$ cat config.mk
export PLATFORM = sky130hd
export DESIGN_NAME = isa_ext_unit
export DESIGN_NICKNAME = d
export VERILOG_FILES = /design/src/rtl/isa_ext_pkg.sv /design/src/rtl/isa_ext_bitops.sv /design/src/rtl/isa_ext_unit.sv
export SDC_FILE = /design/constraint.sdc
export NUM_CORES = 1
export LEC_CHECK = 0
export BUFFER_PORTS_ARGS = -buffer_cell sky130_fd_sc_hd__clkbuf_2
export CAP_MARGIN = 20
export CORE_MARGIN = 2
export CORE_UTILIZATION = 55
export CTS_CLUSTER_DIAMETER = 100
export DETAILED_ROUTE_END_ITERATION = 8
export GPL_ROUTABILITY_DRIVEN = 0
export PLACE_DENSITY = 0.79
export SYNTH_ARGS = -nofsm -noshare
export SYNTH_HDL_FRONTEND = slang
export SYNTH_SLANG_ARGS = --single-unit
$ cat constraint.sdc
create_clock -name clk -period 6.3 [get_ports clk]
set_clock_uncertainty 0.15 [all_clocks]
set_input_delay 0.63 -clock clk [delete_from_list [all_inputs] [get_ports clk]]
set_output_delay 0.63 -clock clk [all_outputs]
set_load 0.02 [all_outputs]
$ cat src/rtl/isa_ext_pkg.sv
// Shared definitions for the extension-opcode execution unit:
// sub-opcodes, FSM state encoding and fault codes.
package isa_ext_pkg;

  typedef enum logic [3:0] {
    OP_POPCNT   = 4'd0,
    OP_CLZ      = 4'd1,
    OP_CTZ      = 4'd2,
    OP_REV      = 4'd3,
    OP_CRC      = 4'd4,
    OP_SIMD_ADD = 4'd5,
    OP_SIMD_MUL = 4'd6,
    OP_CUST0    = 4'd7,
    OP_CUST1    = 4'd8,
    OP_CUST2    = 4'd9
  } ext_op_e;

  typedef logic [1:0] state_t;

  localparam state_t ST_IDLE  = 2'd0;
  localparam state_t ST_EXEC  = 2'd1;
  localparam state_t ST_CRC   = 2'd2;
  localparam state_t ST_CWAIT = 2'd3;

  localparam logic [1:0] FAULT_ILLEGAL = 2'b01;
  localparam logic [1:0] FAULT_TIMEOUT = 2'b10;

endpackage

$ cat src/rtl/isa_ext_bitops.sv
// Combinational single-cycle operations: counts, bit reverse and
// lane-wise SIMD add/multiply, selected by the extension sub-opcode.
module isa_ext_bitops
  import isa_ext_pkg::*;
#(
  parameter int DATA_W = 8,
  parameter int LANE_W = 2
) (
  input  logic [3:0]        op,
  input  logic [DATA_W-1:0] a,
  input  logic [DATA_W-1:0] b,
  output logic [DATA_W-1:0] result
);

  localparam int LANES = DATA_W / LANE_W;

  logic [DATA_W-1:0] popcnt;
  logic [DATA_W-1:0] clz;
  logic [DATA_W-1:0] ctz;
  logic [DATA_W-1:0] rev;
  logic [DATA_W-1:0] simd_add;
  logic [DATA_W-1:0] simd_mul;

  // The highest set bit is visited last for CLZ, the lowest last for CTZ.
  always_comb begin
    popcnt = '0;
    clz    = DATA_W'(DATA_W);
    ctz    = DATA_W'(DATA_W);
    for (int i = 0; i < DATA_W; i++) begin
      popcnt = popcnt + DATA_W'(a[i]);
      if (a[i]) clz = DATA_W'(DATA_W - 1 - i);
    end
    for (int i = DATA_W - 1; i >= 0; i--) begin
      if (a[i]) ctz = DATA_W'(i);
    end
  end

  for (genvar gi = 0; gi < DATA_W; gi++) begin : g_rev
    assign rev[gi] = a[DATA_W-1-gi];
  end

  for (genvar gi = 0; gi < LANES; gi++) begin : g_lane
    logic [LANE_W-1:0] lane_a;
    logic [LANE_W-1:0] lane_b;
    assign lane_a = a[gi*LANE_W +: LANE_W];
    assign lane_b = b[gi*LANE_W +: LANE_W];
    assign simd_add[gi*LANE_W +: LANE_W] = lane_a + lane_b;
    assign simd_mul[gi*LANE_W +: LANE_W] = lane_a * lane_b;
  end

  always_comb begin
    result = '0;
    case (op)
      OP_POPCNT:   result = popcnt;
      OP_CLZ:      result = clz;
      OP_CTZ:      result = ctz;
      OP_REV:      result = rev;
      OP_SIMD_ADD: result = simd_add;
      OP_SIMD_MUL: result = simd_mul;
      default:     result = '0;
    endcase
  end

endmodule

$ cat src/rtl/isa_ext_unit.sv
// Extension-opcode execution unit: issue FSM, iterative CRC engine and
// the custom-handler req/ack port with timeout.
module isa_ext_unit
  import isa_ext_pkg::*;
#(
  parameter int               DATA_W       = 8,
  parameter int               LANE_W       = 2,
  parameter int               REG_AW       = 3,
  parameter logic [DATA_W-1:0] CRC_POLY    = 8'h07,
  parameter int               CUST_TIMEOUT = 16
) (
  input  logic              clk,
  input  logic              rst_n,
  input  logic              issue_valid,
  output logic              issue_ready,
  input  logic [3:0]        ext_op,
  input  logic [REG_AW-1:0] rd_addr,
  input  logic [DATA_W-1:0] op_a,
  input  logic [DATA_W-1:0] op_b,
  input  logic              flush,
  output logic              wb_valid,
  output logic [REG_AW-1:0] wb_addr,
  output logic [DATA_W-1:0] wb_data,
  output logic              fault,
  output logic [1:0]        fault_code,
  output logic              cust_req,
  output logic [1:0]        cust_sel,
  output logic [DATA_W-1:0] cust_a,
  output logic [DATA_W-1:0] cust_b,
  input  logic              cust_ack,
  input  logic [DATA_W-1:0] cust_result
);

  localparam int CW = $clog2(DATA_W) + 1;
  localparam int TW = $clog2(CUST_TIMEOUT + 1);

  state_t            state_reg;
  logic [REG_AW-1:0] rd_reg;
  logic [DATA_W-1:0] crc_reg;
  logic [DATA_W-1:0] shift_reg;
  logic [CW-1:0]     bit_cnt_reg;
  logic [CW-1:0]     bit_cnt_next;
  logic [TW-1:0]     wait_cnt_reg;
  logic [TW-1:0]     wait_cnt_next;
  logic [DATA_W-1:0] crc_next;
  logic [DATA_W-1:0] bitops_result;
  logic              crc_fb;
  logic              accept;

  assign issue_ready = (state_reg == ST_IDLE) && rst_n && !flush;
  assign accept      = issue_valid && issue_ready;

  isa_ext_bitops #(
    .DATA_W (DATA_W),
    .LANE_W (LANE_W)
  ) u_bitops (
    .op     (ext_op),
    .a      (op_a),
    .b      (op_b),
    .result (bitops_result)
  );

  // MSB-first CRC step: message bit XOR crc MSB decides the polynomial XOR.
  assign crc_fb        = crc_reg[DATA_W-1] ^ shift_reg[DATA_W-1];
  assign crc_next      = {crc_reg[DATA_W-2:0], 1'b0} ^ (crc_fb ? CRC_POLY : '0);
  assign bit_cnt_next  = bit_cnt_reg + 1'b1;
  assign wait_cnt_next = wait_cnt_reg + 1'b1;

  always_ff @(posedge clk) begin
    if (!rst_n) begin
      state_reg    <= ST_IDLE;
      rd_reg       <= '0;
      crc_reg      <= '0;
      shift_reg    <= '0;
      bit_cnt_reg  <= '0;
      wait_cnt_reg <= '0;
      wb_valid     <= 1'b0;
      wb_addr      <= '0;
      wb_data      <= '0;
      fault        <= 1'b0;
      fault_code   <= '0;
      cust_req     <= 1'b0;
      cust_sel     <= '0;
      cust_a       <= '0;
      cust_b       <= '0;
    end else begin
      wb_valid <= 1'b0;
      fault    <= 1'b0;
      if (flush) begin
        state_reg    <= ST_IDLE;
        cust_req     <= 1'b0;
        bit_cnt_reg  <= '0;
        wait_cnt_reg <= '0;
      end else begin
        case (state_reg)
          ST_IDLE: begin
            if (accept) begin
              rd_reg <= rd_addr;
              case (ext_op)
                OP_CRC: begin
                  state_reg   <= ST_CRC;
                  crc_reg     <= op_b;
                  shift_reg   <= op_a;
                  bit_cnt_reg <= '0;
                end
                OP_CUST0, OP_CUST1, OP_CUST2: begin
                  state_reg    <= ST_CWAIT;
                  cust_req     <= 1'b1;
                  // 7,8,9 -> 0,1,2 using only the low two opcode bits
                  cust_sel     <= ext_op[1:0] + 2'd1;
                  cust_a       <= op_a;
                  cust_b       <= op_b;
                  wait_cnt_reg <= '0;
                end
                OP_POPCNT, OP_CLZ, OP_CTZ, OP_REV, OP_SIMD_ADD, OP_SIMD_MUL: begin
                  // Retired on the accept edge so the unit stays IDLE and
                  // can take another op in the writeback cycle.
                  wb_valid <= 1'b1;
                  wb_addr  <= rd_addr;
                  wb_data  <= bitops_result;
                end
                default: begin
                  fault      <= 1'b1;
                  fault_code <= FAULT_ILLEGAL;
                end
              endcase
            end
          end
          ST_CRC: begin
            crc_reg     <= crc_next;
            shift_reg   <= {shift_reg[DATA_W-2:0], 1'b0};
            bit_cnt_reg <= bit_cnt_next;
            if (bit_cnt_next == CW'(DATA_W)) begin
              state_reg   <= ST_IDLE;
              bit_cnt_reg <= '0;
              wb_valid    <= 1'b1;
              wb_addr     <= rd_reg;
              wb_data     <= crc_next;
            end
          end
          ST_CWAIT: begin
            wait_cnt_reg <= wait_cnt_next;
            // Ack is checked first so an ack on the timeout edge still wins.
            if (cust_ack) begin
              state_reg    <= ST_IDLE;
              cust_req     <= 1'b0;
              wait_cnt_reg <= '0;
              wb_valid     <= 1'b1;
              wb_addr      <= rd_reg;
              wb_data      <= cust_result;
            end else if (wait_cnt_next == TW'(CUST_TIMEOUT)) begin
              state_reg    <= ST_IDLE;
              cust_req     <= 1'b0;
              wait_cnt_reg <= '0;
              fault        <= 1'b1;
              fault_code   <= FAULT_TIMEOUT;
            end
          end
          default: state_reg <= ST_IDLE;
        endcase
      end
    end
  end

endmodule
Yosys cells after proc, flatten, opt, wreduce, memory -nomap -nowiden:

Index checks and enable logic that the tools add are counted.

* bits of input ports: 36
* output and inout port bits: 35
* register bits after elaboration: 64

* add/sub/neg operators: 14
* $mul: 4
* bitwise operators: 4
* reduce and logical (&&, ||, !) cells: 22
* multiplexer cells: 69
* equality and inequality tests: 24

Operators with widths (number)
* 2-to-1 mux 4 bit: 19
* 2-to-1 mux 8 bit: 8
* adder 8 x 1 -> 8 bit: 6
* case mux 8 bit (6 select lines): 1
* case mux 8 bit (2 select lines): 2
* case mux 8 bit (3 select lines): 1
* 2-to-1 mux 5 bit: 4
* == test 4 x 3 -> 1 bit (second input constant): 4
* 2-to-1 mux 2 bit: 8
* AND reduction 4 bit: 4
* 2-to-1 mux 3 bit: 5
* == test 4 bit (second input constant): 3
* 2-to-1 mux 1 bit: 12
* != test 2 bit (second input constant): 6
* AND reduction 6 bit: 2
* case mux 5 bit (2 select lines): 1
* OR reduction 10 bit: 1
* case mux 3 bit (3 select lines): 1
* AND reduction 3 bit: 3
* adder 2 bit: 4
* == test 4 x 2 -> 1 bit (second input constant): 2
* multiplier 2 x 2 -> 2 bit: 4
* case mux 2 bit (2 select lines): 2
* case mux 4 bit (2 select lines): 1
* other kinds (25): 33

Depth between registers and ports, before layout:

* depth in word-level cells: 12
* depth in mapped cells: 14

Modules after synthesis:

A second synthesis with hierarchy kept.

* cells, all modules: 477
* area total of the unflattened synthesis: 3910.0 sq um

Modules (own cells, without submodules)
* isa_ext_unit: sequential area each 1281.2 sq um, area each 3115.5 sq um, cells each 367, times used 1
* isa_ext_bitops: sequential area each 0.0 sq um, area each 794.5 sq um, cells each 110, times used 1

Worst setup path before layout:

No wires, ideal clock.

* path type: input to register
* start: in op_a[1]
* end: reg wb_data[2]
* data required time: 6.024 ns
* setup time: 0.126 ns
* data arrival time: 3.740 ns
* path buffers: 1
* stages: 13
* setup slack: 2.284 ns
* cell sequence: clkbuf_1 > inv_1 > ha_1 > inv_1 > fa_1 > fa_1 > fa_1 > fa_1 > xnor2_1 > a32oi_1 > o211ai_1 > a222oi_1 > a21oi_2

* longest elaborated chain between the ends: 11

RTL lines
* start, declared: line isa_ext_unit.sv:18 `input logic [DATA_W-1:0] op_a,`
* adder 1 x 1 -> 2 bit or 2-to-1 mux 4 bit (tied branches): line isa_ext_bitops.sv:30, isa_ext_bitops.sv:31
* adder 8 x 1 -> 8 bit or 2-to-1 mux 4 bit (tied branches) (6 in series): line isa_ext_bitops.sv:30, isa_ext_bitops.sv:31
* case mux 8 bit (6 select lines) (*): line isa_ext_bitops.sv:53 `case (op)`
* 2-to-1 mux 8 bit (*): line isa_ext_unit.sv:99 `case (ext_op)`
* 2-to-1 mux 8 bit (*): line isa_ext_unit.sv:97 `if (accept) begin`
* case mux 8 bit (3 select lines) (*): line isa_ext_unit.sv:95 `case (state_reg)`
* end signal, assigned: line isa_ext_unit.sv:120 `wb_data <= bitops_result;`
* end signal, assigned: line isa_ext_unit.sv:138 `wb_data <= crc_next;`
* end signal, assigned: line isa_ext_unit.sv:150 `wb_data <= cust_result;`
* end, declared: line isa_ext_unit.sv:23 `output logic [DATA_W-1:0] wb_data,`

Every way passes the cells marked *; elsewhere a longest branch is shown, timed or not. The select of a mux whose other input is x is not followed.
A chain may end at the register's enable or synchronous reset.

Worst setup path after layout:

* start: in op_a[1]
* end: reg wb_data[1]

The elaborated chain is that of the path after synthesis.

==> metrics.md <==
| Metric | Value |
|---|---|
| CP dominant cell by count | fa_1 |
| RSZ-0062 raised after global routing | false |
| Count leader, synth | nand2_1 |
| Area grow syn2layout | 13.6% |
| Hold-critical path depth | 2 |
| Yosys warns | 0 |
| Remaining DRCs | 0 |
| Vias in the first global route | 3499 |
| Worst skew pair latency | 350 ps |
| I/O Pins | 71 |
| Hold Vio Cnt, Final | 0 |
| Max Freq | ~260 MHz |
| WHS | 306 ps |
| GRT Util Overall | between 20% and 30% |
| Initial Utilization | a little under three fifths |
| Fin nets | 593 |
| Setup crit start kind | primary input |
| Synth Area in Simple Gates | ~19% |
| R2R Setup Slk | 3530 ps |
| Hold Path Origin | cust_a[4] |
| CP top delay family | adder cells |
| Crit Path Class | primary input to flip-flop |
| Main synth FF type | dfxtp_1 |
| Routed WL | 10.7 mm |
| First-pass GRT wire length | 17.0 mm |
| Core area | 7140 sq um |
| PwrDens | between 200 and 300 nW/um^2 |
| Largest family of logic cells by synthesized area | compound AO/OA/AOI/OAI gates |
| Clock transition at the registers of the reported paths | 70 ps |
| Die Wd | 89.3 um |
| Leak Pwr | approximately 2 nW |
| Synth area leader | dfxtp_1 |
| Inserted Clock Buffers | 9 |
| Worst-Margin Slew | 992 ps |
| Critical Path AT | 3920 ps |
| Critical Path Slowest Stage Cell | fa_1 |
| Period utilisation layout | 61.1% |
| Mux cell area share after synthesis | 2.75% |
| Final Setup Violations | 0 |
| Post-Synth Adder-Cell Area | 8.56% |
| Vias per cell | 6.00 |
| FF-to-FF path depth | 8 |
| Diode count | 0 |
| Reg2reg start | state_reg[1] |
| Compound-cell area share of the yosys netlist | 27.1% |
| Distinct cells, synth | a little under 70 |
| Longest Clk Path Bufs | 2 |
| Synth Area in XOR/XNOR | between 3 and 4% |
| Crit path largest cell delay | 510 ps |
| TritonCTS clock tree | built |
| Root Driver | clkbuf_8 |
| Hold Path Class | flip-flop to flip-flop |
| Port-buffer cells | 70 |
| Iter 0 DRT Violations | approximately 310 |
| Netlist area before placement | 4000 sq um |
| Antenna violations before repair | 0 |
| Share of cells above drive strength 1 | 18.2% |
| Post-synth ARST share | 0% |
| FF-to-FF End | shift_reg[1] |
| Max-cap viol count | 0 |
| Die Area | 7980 sq um |
| Hold endpoint | cust_a[4] |
| H-tree Lvls | 3 |
| # rows | 31 |
| Cell Chain, Critical Path | clkbuf_2 -> inv_1 -> ha_1 -> inv_1 -> fa_1 -> fa_1 -> fa_1 -> fa_1 -> nor2b_1 -> a21oi_1 -> a21oi_1 -> o41ai_1 -> a31oi_1 |
| Buf/Inv on CP | 3 |
| Post-synthesis register bit count | 64 |
| Outcome | completed |
| Post-DR wirelength/cell | ~17 um |
| First drt pass iteration count | 5 |
| Cells after Synth | 483 |
| Post-synth EDFFs | 0 |
| Post-synth top area share | 32.0% |
| Die H | 89.3 um |
| Grt total ovfl | 0 |
| Total number of vias | around 3800 |
| Commonest cells post-synth | 89 x nand2_1, 64 x dfxtp_1, 23 x inv_1 |
| Post-synthesis sequential area ratio | 32.0% |
| Slew HR | 33.9% |
| Setup Buffers After CTS | 0 |
| Post-synthesis net count | approximately 540 |
| Slew Viols, Final | 0 |
| Pin count of the biggest net entering global routing | 55 |
| DPL Wire Length | 7.73 mm |
| Clock Sinks | 64 |
| Crit-path max FO | 8 |
| Setup TNS | 0 ps |
| Average size of a mapped cell | a little over 8 sq um |
| Minimum clock period | ~3900 ps |
| Worst Path Required | 6370 ps |
| Post-CTS Hold Buffers | 0 |
| DRT antenna net count | 0 |
| Post-CTS Resized | 0 |
| Area contributors post-synth | dfxtp_1 32%, nand2_1 8.3%, ha_1 6.6% |
| Peak supply drop | approximately 0.00016 V |
| Crit. End Element | flip-flop |
-- per-layer routing --
layer | vias up | GRT usage (%) | wire length, um
li1 | 1839 | - | -
met1 | 1764 | 34.9 | 4440
met2 | 169 | 44.0 | 5050
met3 | 42 | 6.83 | 739
met4 | 0 | 16.0 | 514
met5 | - | 0 | 0
-- area by class of cell --
type	instances	area (sq um)
repair buffers	74	380
fillers	662	2590
flip-flops and latches	64	1280
well taps	99	124
clock inverters	3	40.0
inverters	23	86.3
multi-input cells	360	2480
clock buffers	13	159
-- metrics by stage --
step / area, sq um / util [%] / total power, mW / std cells / worst slack, ps
floorplan: 4000 / - / 0.710 / 483 / 2280
global placement: 4350 / 60.9 / 0.789 / 620 / 2240
detailed placement: 4350 / 60.9 / 0.800 / 620 / 2120
CTS: 4550 / 63.7 / 1.16 / 636 / 2500
global route: 4550 / 63.7 / 1.22 / 636 / 2320
finish: 4550 / 63.7 / 1.16 / 636 / 2450
-- cells by family (layout without fill, tap and decap cells) --
| group | count (synthesis) | count (layout) |
|---|---|---|
| simple gates | 161 | 161 |
| compound gates | 145 | 145 |
| flops | 64 | 64 |
| buf+inv | 59 | 113 |
| fa+ha+maj | 25 | 25 |
| xor+xnor | 18 | 18 |
| mux | 11 | 11 |
-- layout by cell type (no fill, tap or decap), types with 2 or more instances in the layout --
master / count
and3b_2: 2
a22oi_1: 7
a31oi_1: 8
a32oi_1: 4
inv_1: 23
nor2b_1: 9
and2_1: 3
a21boi_1: 4
nand3_1: 7
xor2_1: 7
clkbuf_8: 11
buf_4: 4
a21oi_1: 20
o211ai_1: 14
nand3b_1: 3
nor2_1: 15
clkbuf_1: 2
a222oi_1: 6
dfxtp_1: 64
or3_1: 4
nand4_1: 3
nor3_1: 4
a211oi_1: 2
clkbuf_2: 70
o31ai_1: 4
nand2b_1: 4
clkinv_2: 2
nand2_1: 89
or4_1: 4
mux2i_1: 11
a2bb2oi_1: 2
ha_1: 21
fa_1: 4
nor3b_1: 2
o211a_1: 17
nor4_1: 2
o21ai_0: 18
a21boi_0: 18
a211o_1: 2
xnor2_1: 11
-- tightest hold or removal path, delay by kind of cell (launching register included) --
| kind | cells | cell delay [ps] |
|---|---|---|
| flip-flops | 1 | 310 |
| AO/OA/AOI/OAI | 1 | 50 |
| AND/OR/NAND/NOR | 1 | 50 |
-- how the worst max path moves through the flow --
stage | end | cells after the start | start | slack [ps]
after detailed placement | wb_data[2] | 13 | op_a[1] | 2120
after global placement | wb_data[2] | 13 | op_a[1] | 2240
final | wb_data[1] | 13 | op_a[1] | 2450
after CTS | wb_data[1] | 13 | op_a[1] | 2500
after floorplan | wb_data[2] | 13 | op_a[1] | 2280
after global routing | wb_data[1] | 13 | op_a[1] | 2320
-- where the power goes --
| group | internal [mW] | switching (mW) | total (mW) |
|---|---|---|---|
| logic | 0.121 | 0.225 | 0.346 |
| clock network | 0.204 | 0.161 | 0.365 |
| registers | 0.433 | 0.0182 | 0.452 |
Note: power is estimated with default switching activity, not from simulation.
